**src/rtl/cpu_trace_monitor.sv**
```systemverilog
// Debug/performance monitor for the multicycle core: cycle, retire and per-state
// occupancy counters, with halt on cycle limit, PC breakpoint or store watchpoint.
module cpu_trace_monitor #(
  parameter int XLEN        = 16,
  parameter int STATE_W     = 5,
  parameter int NUM_STATES  = 11,
  parameter int FETCH_STATE = 0,
  parameter int CNT_W       = 32
) (
  input  logic               clk,
  input  logic               reset,
  input  logic               run,
  input  logic               clear,
  input  logic [STATE_W-1:0] state,
  input  logic [XLEN-1:0]    pc,
  input  logic [XLEN-1:0]    adr,
  input  logic [XLEN-1:0]    writedata,
  input  logic               memwrite,
  input  logic [CNT_W-1:0]   max_cycles,
  input  logic               bp_en,
  input  logic [XLEN-1:0]    bp_pc,
  input  logic               wp_en,
  input  logic [XLEN-1:0]    wp_adr,
  input  logic [STATE_W-1:0] rd_sel,
  output logic [CNT_W-1:0]   rd_data,
  output logic [CNT_W-1:0]   cycle_count,
  output logic [CNT_W-1:0]   instr_count,
  output logic [CNT_W-1:0]   unknown_count,
  output logic [XLEN-1:0]    last_st_adr,
  output logic [XLEN-1:0]    last_st_data,
  output logic               halted,
  output logic [1:0]         halt_cause
);

  // mode   | meaning
  // IDLE   | waiting for run, counters hold
  // RUN    | sampling core every cycle
  // HALTED | halt condition seen, everything frozen until clear
  typedef enum logic [1:0] {IDLE = 2'd0, RUN = 2'd1, HALTED = 2'd2} mode_t;

  localparam logic [STATE_W-1:0] FETCH_ST = STATE_W'(FETCH_STATE);
  localparam logic [STATE_W-1:0] NUM_ST   = STATE_W'(NUM_STATES);
  localparam logic [CNT_W-1:0]   CNT_MAX  = '1;

  mode_t            mode, mode_nxt;
  logic [CNT_W-1:0] cyc_q, instr_q, unk_q;
  logic [CNT_W-1:0] hist_q [NUM_STATES];
  logic             prev_fetch;
  logic [XLEN-1:0]  st_adr_q, st_data_q;
  logic [1:0]       cause_q, cause_nxt;
  logic [CNT_W-1:0] cyc_inc;
  logic             is_fetch, legal, lim_hit, bp_hit, wp_hit;

  function automatic logic [CNT_W-1:0] sat_inc(input logic [CNT_W-1:0] v);
    return (v == CNT_MAX) ? v : v + CNT_W'(1);
  endfunction

  assign is_fetch = (state == FETCH_ST);
  assign legal    = (state < NUM_ST);
  assign cyc_inc  = sat_inc(cyc_q);
  // limit compares against the post-increment count, so max_cycles=N halts after N cycles
  assign lim_hit  = (max_cycles != '0) && (cyc_inc == max_cycles);
  assign bp_hit   = bp_en && is_fetch && (pc == bp_pc);
  assign wp_hit   = wp_en && memwrite && (adr == wp_adr);

  always_comb begin
    cause_nxt = 2'b00;
    if (wp_hit)       cause_nxt = 2'b11;
    else if (bp_hit)  cause_nxt = 2'b10;
    else if (lim_hit) cause_nxt = 2'b01;
  end

  always_comb begin
    mode_nxt = mode;
    case (mode)
      IDLE:    if (run) mode_nxt = RUN;
      RUN:     if (cause_nxt != 2'b00) mode_nxt = HALTED;
      HALTED:  mode_nxt = HALTED;
      default: mode_nxt = IDLE;
    endcase
    if (clear) mode_nxt = IDLE;
  end

  always_ff @(posedge clk) begin
    if (reset) mode <= IDLE;
    else       mode <= mode_nxt;
  end

  always_ff @(posedge clk) begin
    if (reset || clear) begin
      cyc_q      <= '0;
      instr_q    <= '0;
      unk_q      <= '0;
      prev_fetch <= 1'b0;
      cause_q    <= 2'b00;
      for (int i = 0; i < NUM_STATES; i++) hist_q[i] <= '0;
    end else if (mode == RUN) begin
      cyc_q <= cyc_inc;
      if (legal) begin
        for (int i = 0; i < NUM_STATES; i++)
          if (state == STATE_W'(i)) hist_q[i] <= sat_inc(hist_q[i]);
      end else begin
        unk_q <= sat_inc(unk_q);
      end
      if (is_fetch && !prev_fetch) instr_q <= sat_inc(instr_q);
      prev_fetch <= is_fetch;
      if (cause_nxt != 2'b00) cause_q <= cause_nxt;
    end else begin
      prev_fetch <= 1'b0;
    end
  end

  // store capture survives clear; only reset wipes it
  always_ff @(posedge clk) begin
    if (reset) begin
      st_adr_q  <= '0;
      st_data_q <= '0;
    end else if (!clear && mode == RUN && memwrite) begin
      st_adr_q  <= adr;
      st_data_q <= writedata;
    end
  end

  always_comb begin
    rd_data = '0;
    for (int i = 0; i < NUM_STATES; i++)
      if (rd_sel == STATE_W'(i)) rd_data = hist_q[i];
  end

  assign cycle_count   = cyc_q;
  assign instr_count   = instr_q;
  assign unknown_count = unk_q;
  assign last_st_adr   = st_adr_q;
  assign last_st_data  = st_data_q;
  assign halted        = (mode == HALTED);
  assign halt_cause    = cause_q;

endmodule

```
**config.mk**
```make
export PLATFORM = sky130hd
export DESIGN_NAME = cpu_trace_monitor
export DESIGN_NICKNAME = d
export VERILOG_FILES = /design/src/rtl/cpu_trace_monitor.sv
export SDC_FILE = /design/constraint.sdc
export NUM_CORES = 1
export LEC_CHECK = 0
export BUFFER_PORTS_ARGS = -buffer_cell sky130_fd_sc_hd__buf_2
export CAP_MARGIN = 40
export CORE_MARGIN = 3
export CORE_UTILIZATION = 60
export CTS_CLUSTER_DIAMETER = 60
export DETAILED_ROUTE_END_ITERATION = 12
export GPL_ROUTABILITY_DRIVEN = 0
export GPL_TIMING_DRIVEN = 0
export PLACE_DENSITY = 0.81
export REMOVE_ABC_BUFFERS = 1
export SYNTH_ARGS = -nofsm -noshare
export SYNTH_HDL_FRONTEND = slang
export SYNTH_SLANG_ARGS = --single-unit
export TNS_END_PERCENT = 100
```
**constraint.sdc**
```tcl
create_clock -name clk -period 7.18 [get_ports clk]
set_input_delay 1.436 -clock clk [delete_from_list [all_inputs] [get_ports clk]]
set_output_delay 1.436 -clock clk [all_outputs]
set_load 0.1 [all_outputs]
```
### After elaboration in Yosys (flattened, before gate mapping)

Memories as Yosys holds them, arrays and structs flattened.
Cells that the tools add are included.

* add/subtract/negate cells: 14
* $mul: 0
* div/mod/pow operators: 0
* magnitude comparators: 1
* equal/unequal tests: 41
* shift-type cells: 0
* multiplexer cells: 97
* bitwise gates (word level): 15
* reductions and logical operators: 22

Operators with widths (count)
* 32-bit 2-to-1 mux: 34
* 32-bit by 1-bit adder with 32-bit output, second input constant: 14
* 32-bit equality test, second input constant: 14
* 1-bit 2-to-1 mux: 58
* 5-bit by 3-bit equality test with 1-bit output, second input constant: 8
* 16-bit equality test: 2
* 32-bit equality test: 1
* 32-bit nonzero test: 1
* 5-bit by 4-bit equality test with 1-bit output, second input constant: 6
* 5-bit by 2-bit equality test with 1-bit output, second input constant: 4
* 1-bit OR: 11
* 5-bit by 1-bit equality test with 1-bit output, second input constant: 2
* 5-bit zero test: 2
* 1-bit logical AND: 8
* 2-bit 2-to-1 mux: 4
* 2-bit case mux with 3 select lines: 1
* 3-bit AND reduction: 2
* 5-bit by 4-bit less-than comparator with 1-bit output, second input constant: 1
* 2-bit inequality test, second input constant: 2
* 1-bit NOT: 4
* 2-bit AND reduction: 2
* 2-bit OR reduction: 2
* 2-bit by 1-bit equality test with 1-bit output, second input constant: 1
* 2-bit equality test, second input constant: 1
* other kinds (4): 5

* flip-flop bits (word level): 133
* bits in latches: 0
* bits in writable memories: 352
* memory bits (read-only): 0
* input bits: 129
* output and inout bits: 163
* logic and storage cells: 199
* memories kept: 1

Memories
* hist_q: depth 11, width 32, rd ports 11, clocked after memory_dff 0, wr ports 11, line 47 `logic [CNT_W-1:0] hist_q [NUM_STATES];`

### Longest topological paths before layout

* depth after elaboration: 12
* depth in mapped cells: 12
* mapped depth without buffers: 10

### Worst setup path after synthesis

Ideal clock, no wire load.

* path type: input to output
* start: input port rd_sel[1]
* end: output port rd_data[23]
* arrival time: 5.439 ns
* required time: 5.744 ns
* slack: 0.305 ns
* cell stages on the path: 10
* path buffers: 2
* cells stage by stage: clkbuf_1 > or3b_2 > nor3_1 > clkbuf_1 > a22oi_1 > a31oi_1 > a21oi_1 > a21oi_1 > a211oi_1 > o21ai_0

* word-level cells in the longest chain between the ends: 12
* elaborated cells on any way between the ends: 22
* classes of those cells: eq/ne (10); mux (11); reduce/logical (1)

Ends and longest elaborated chain
* start, declared: line 24 `input logic [STATE_W-1:0] rd_sel,`
* 5-bit zero test: line 127 `if (rd_sel == STATE_W'(i)) rd_data = hist_q[i];`
* 32-bit 2-to-1 mux (10 in series): line 127
* 32-bit 2-to-1 mux *: line 127
* end, declared: line 25 `output logic [CNT_W-1:0] rd_data,`

Every way passes the cells marked *; elsewhere a longest branch is shown, timed or not.

### Worst setup path in the final report

* start: input port rd_sel[4]
* end: output port rd_data[28]

The elaborated chain is that of the path after synthesis.

==> results_dict.tcl <==
set metrics [dict create \
    status "complete, no violations" \
    grt_pass1_vias 23900 \
    htree_levels 2 \
    synth_common_cells "nor2_1 (554), edfxtp_1 (352), nand2_1 (335), xor2_1 (266), xnor2_1 (164)" \
    r2r_slack_ns 2.96 \
    clk_pin_slew_ns 0.06 \
    crit_slowest_cell "nor3_2" \
    numClockSinks 485 \
    crit_path_max_fanout 10 \
    skew_ns 0.0184 \
    finalWorstSetupSlack_ns 0.769 \
    cp.required_ns 5.74 \
    grt_max_degree 72 \
    die_h_um 221 \
    cts_tree "yes" \
    fp.dieArea_mm2 0.0489 \
    finalNetCount 3456 \
    core_area_mm2 0.0456 \
    drive_gt1_share_pct 13.7 \
    final_util_pct 70.5 \
    syn_inst 3040 \
    hold_path_depth 2 \
    async_reset_ff_share_pct 0 \
    regArea_mm2 0.0132 \
    ys_types 68 \
    rsz0062_at_grt "no" \
    initial_core_util_pct 60.9 \
    fin_setup_tns_ns 0 \
    cts.path.max_buffers 3 \
    max_slew_margin_pct 36.4 \
    io_pins 292 \
    synth_area_mm2 0.0278 \
    routed_via_density 6.28 \
    clk_latency_ns 0.61 \
    preCtsSetupSlack_ns 0.892 \
    postCtsHoldBufs 0 \
    peakVddDrop_mv 0.162 \
    worstSetupPathType "in -> out" \
    finalPower_mw 6.35 \
    syn_to_final_growth_pct 15.6 \
    critPathArrivalTime_ns 4.98 \
    finalSetupViolCount 0 \
    drt_wl_total_um 80900 \
    clock-root-buffer "clkbuf_16" \
    wl_per_cell_um 20.4 \
    min-delay-start "last_st_data[5]" \
    route.detailed.drc 0 \
    synth_top_flop_cell "edfxtp_1" \
    antenna_found_initial 12 \
    synthTopCellsByArea "edfxtp_1 (38%), dfxtp_1 (9.6%), xor2_1 (8.4%)" \
    synth_area_leader_cell "edfxtp_1" \
    via_count 24900 \
    overflow 0 \
    rows 78 \
    post_cts_resized 0 \
    ant_nets 0 \
    fmax_mhz 156 \
    r2r.worst_path.cells 11 \
    worst_pin_slew_ns 0.947 \
    final_area_mm2 0.0321 \
    path_cells "buf_2, or3_1, nor3_2, buf_4, buf_6, a222oi_1, a31oi_1, a21oi_1, a21oi_1, a211oi_1, o21ai_0, buf_2" \
    max_stage_delay_ns 0.68 \
    cp-end-kind "output port" \
    maxCapViolations 0 \
    startpoint "rd_sel[4]" \
    fillCellCount 3255 \
    synth_edf_count 352 \
    drtIter0Drc 3105 \
    cts_made_buffers 52 \
    placed_area_mm2 0.0305 \
    hold_viol_final 0 \
    track_usage_pct 31.8 \
    drtPass1Iterations 9 \
    io_buffer_count 291 \
    ys_ff_latch 485 \
    yosysMostFrequentCell "nor2_1" \
    reg2reg_to "mode[0]" \
    die_w_um 221 \
    ys.warnings.count 0 \
    grt_pass1_wl_um 127000 \
    finalMaxSlewViolations 0 \
    power.leakage_nw 11.5 \
    multi_input_area_mm2 0.0141 \
    p_per_area_mw_per_mm2 198 \
    timing.rr.start "cycle_count[0]" \
    synth_area_per_cell_um2 9.14 \
    cts_setup_buffers 0 \
    period_share_pct 89.3 \
    hold_path_class "reg -> reg" \
    start_kind "input pin" \
    synth-seq-area-share_pct 47.6 \
    fin_crit_ns 6.41 \
    min_to "last_st_data[5]" \
    post-dp-hpwl_um 59000 \
    synth_top_area_share_pct 38.1 \
]
## flip-flops by register name, indices dropped and copies added (netlist names)
register and flops:
cycle_count 32, halt_cause 2, hist_q 352, instr_count 32, last_st_adr 16, last_st_data 16
mode 2, prev_fetch 1, unknown_count 32
## metal layers
layer	wire, um	vias up	share of wire, %	GRT usage (%)
met3	7330	255	9.1	5.81
met2	38400	1350	47	52.5
met4	3640	14	4.5	13.1
li1	-	11400	-	-
met1	31400	11800	39	41.7
met5	106	-	0.13	0
## how the worst max path moves through the flow
stage | endpoint | slack [ns] | cells after the start
after floorplan | rd_data[23] | -1.64 | 8
after global placement | rd_data[27] | -3.40 | 10
after detailed placement | rd_data[28] | 0.89 | 12
after CTS | rd_data[28] | 0.87 | 12
after global routing | rd_data[28] | 0.79 | 12
final | rd_data[28] | 0.77 | 12
## critical path, delay by kind of cell
kind	cells	cell delay [ns]
and+or+nand+nor	2	1.16
AOI/OAI and AO/OA	6	1.23
buffers and inverters	4	1.14
## kinds of logic after synthesis
kind of cell	Yosys count	share of synthesized area, %
simple gates	1482	25.3
flops	485	47.6
compound gates	449	9.98
xor+xnor	430	13.6
buf+inv	166	2.38
fa+ha+maj	17	0.766
mux	11	0.410
## cells in the final DEF (no fill, tap or decap), types with 5 or more instances in the layout
cell type  instances
and4_1            39
clkinv_2           7
diode_2            6
nor3_1            37
clkbuf_16         54
buf_2            293
buf_4             11
a31oi_1           33
nor3b_1            6
and2_1            18
buf_12             8
o21ai_0          105
a222oi_1          31
nor4_1            23
mux2i_1            8
a211oi_1          29
edfxtp_1         352
or3_1             73
dfxtp_1          133
buf_16            12
clkbuf_1          13
clkinv_1          16
nand2_1          334
nand2b_1          14
inv_1             42
nand3_1          156
or2_2              5
nand4_1           78
nor2_1           548
xor2_1           266
a21oi_1          159
a211o_1            6
xnor2_1          164
ha_1              17
and3_1            99
o21ai_4           11
nor2b_1           15
buf_8             10
a22oi_1           40
## area by class of cell
type | instances | share of cell area [%]
diodes | 6 | 0.0468
clock buffers | 68 | 4.40
clock inverters | 29 | 0.658
inverters | 42 | 0.491
multi-input cells | 2389 | 43.8
flip-flops and latches | 485 | 41.2
well taps | 600 | 2.34
repair buffers | 340 | 7.03
## per-stage QoR
stage          hold slack (ns)  std cells
3_5_place_dp             0.445       3856
6_report                 0.454       3959
5_1_grt                  0.472       3957
3_3_place_gp             0.440       3807
2_1_floorplan            0.451       2916
4_1_cts                  0.454       3953
## power by group
part	switching, mW	leakage [nW]	internal, mW	total (mW)
combinational	0.351	5.74	0.160	0.512
sequential	0.117	4.99	3.09	3.21
clock	1.14	0.796	1.49	2.63
total	1.61	11.5	4.74	6.35
(Power assumes the default switching activity.)
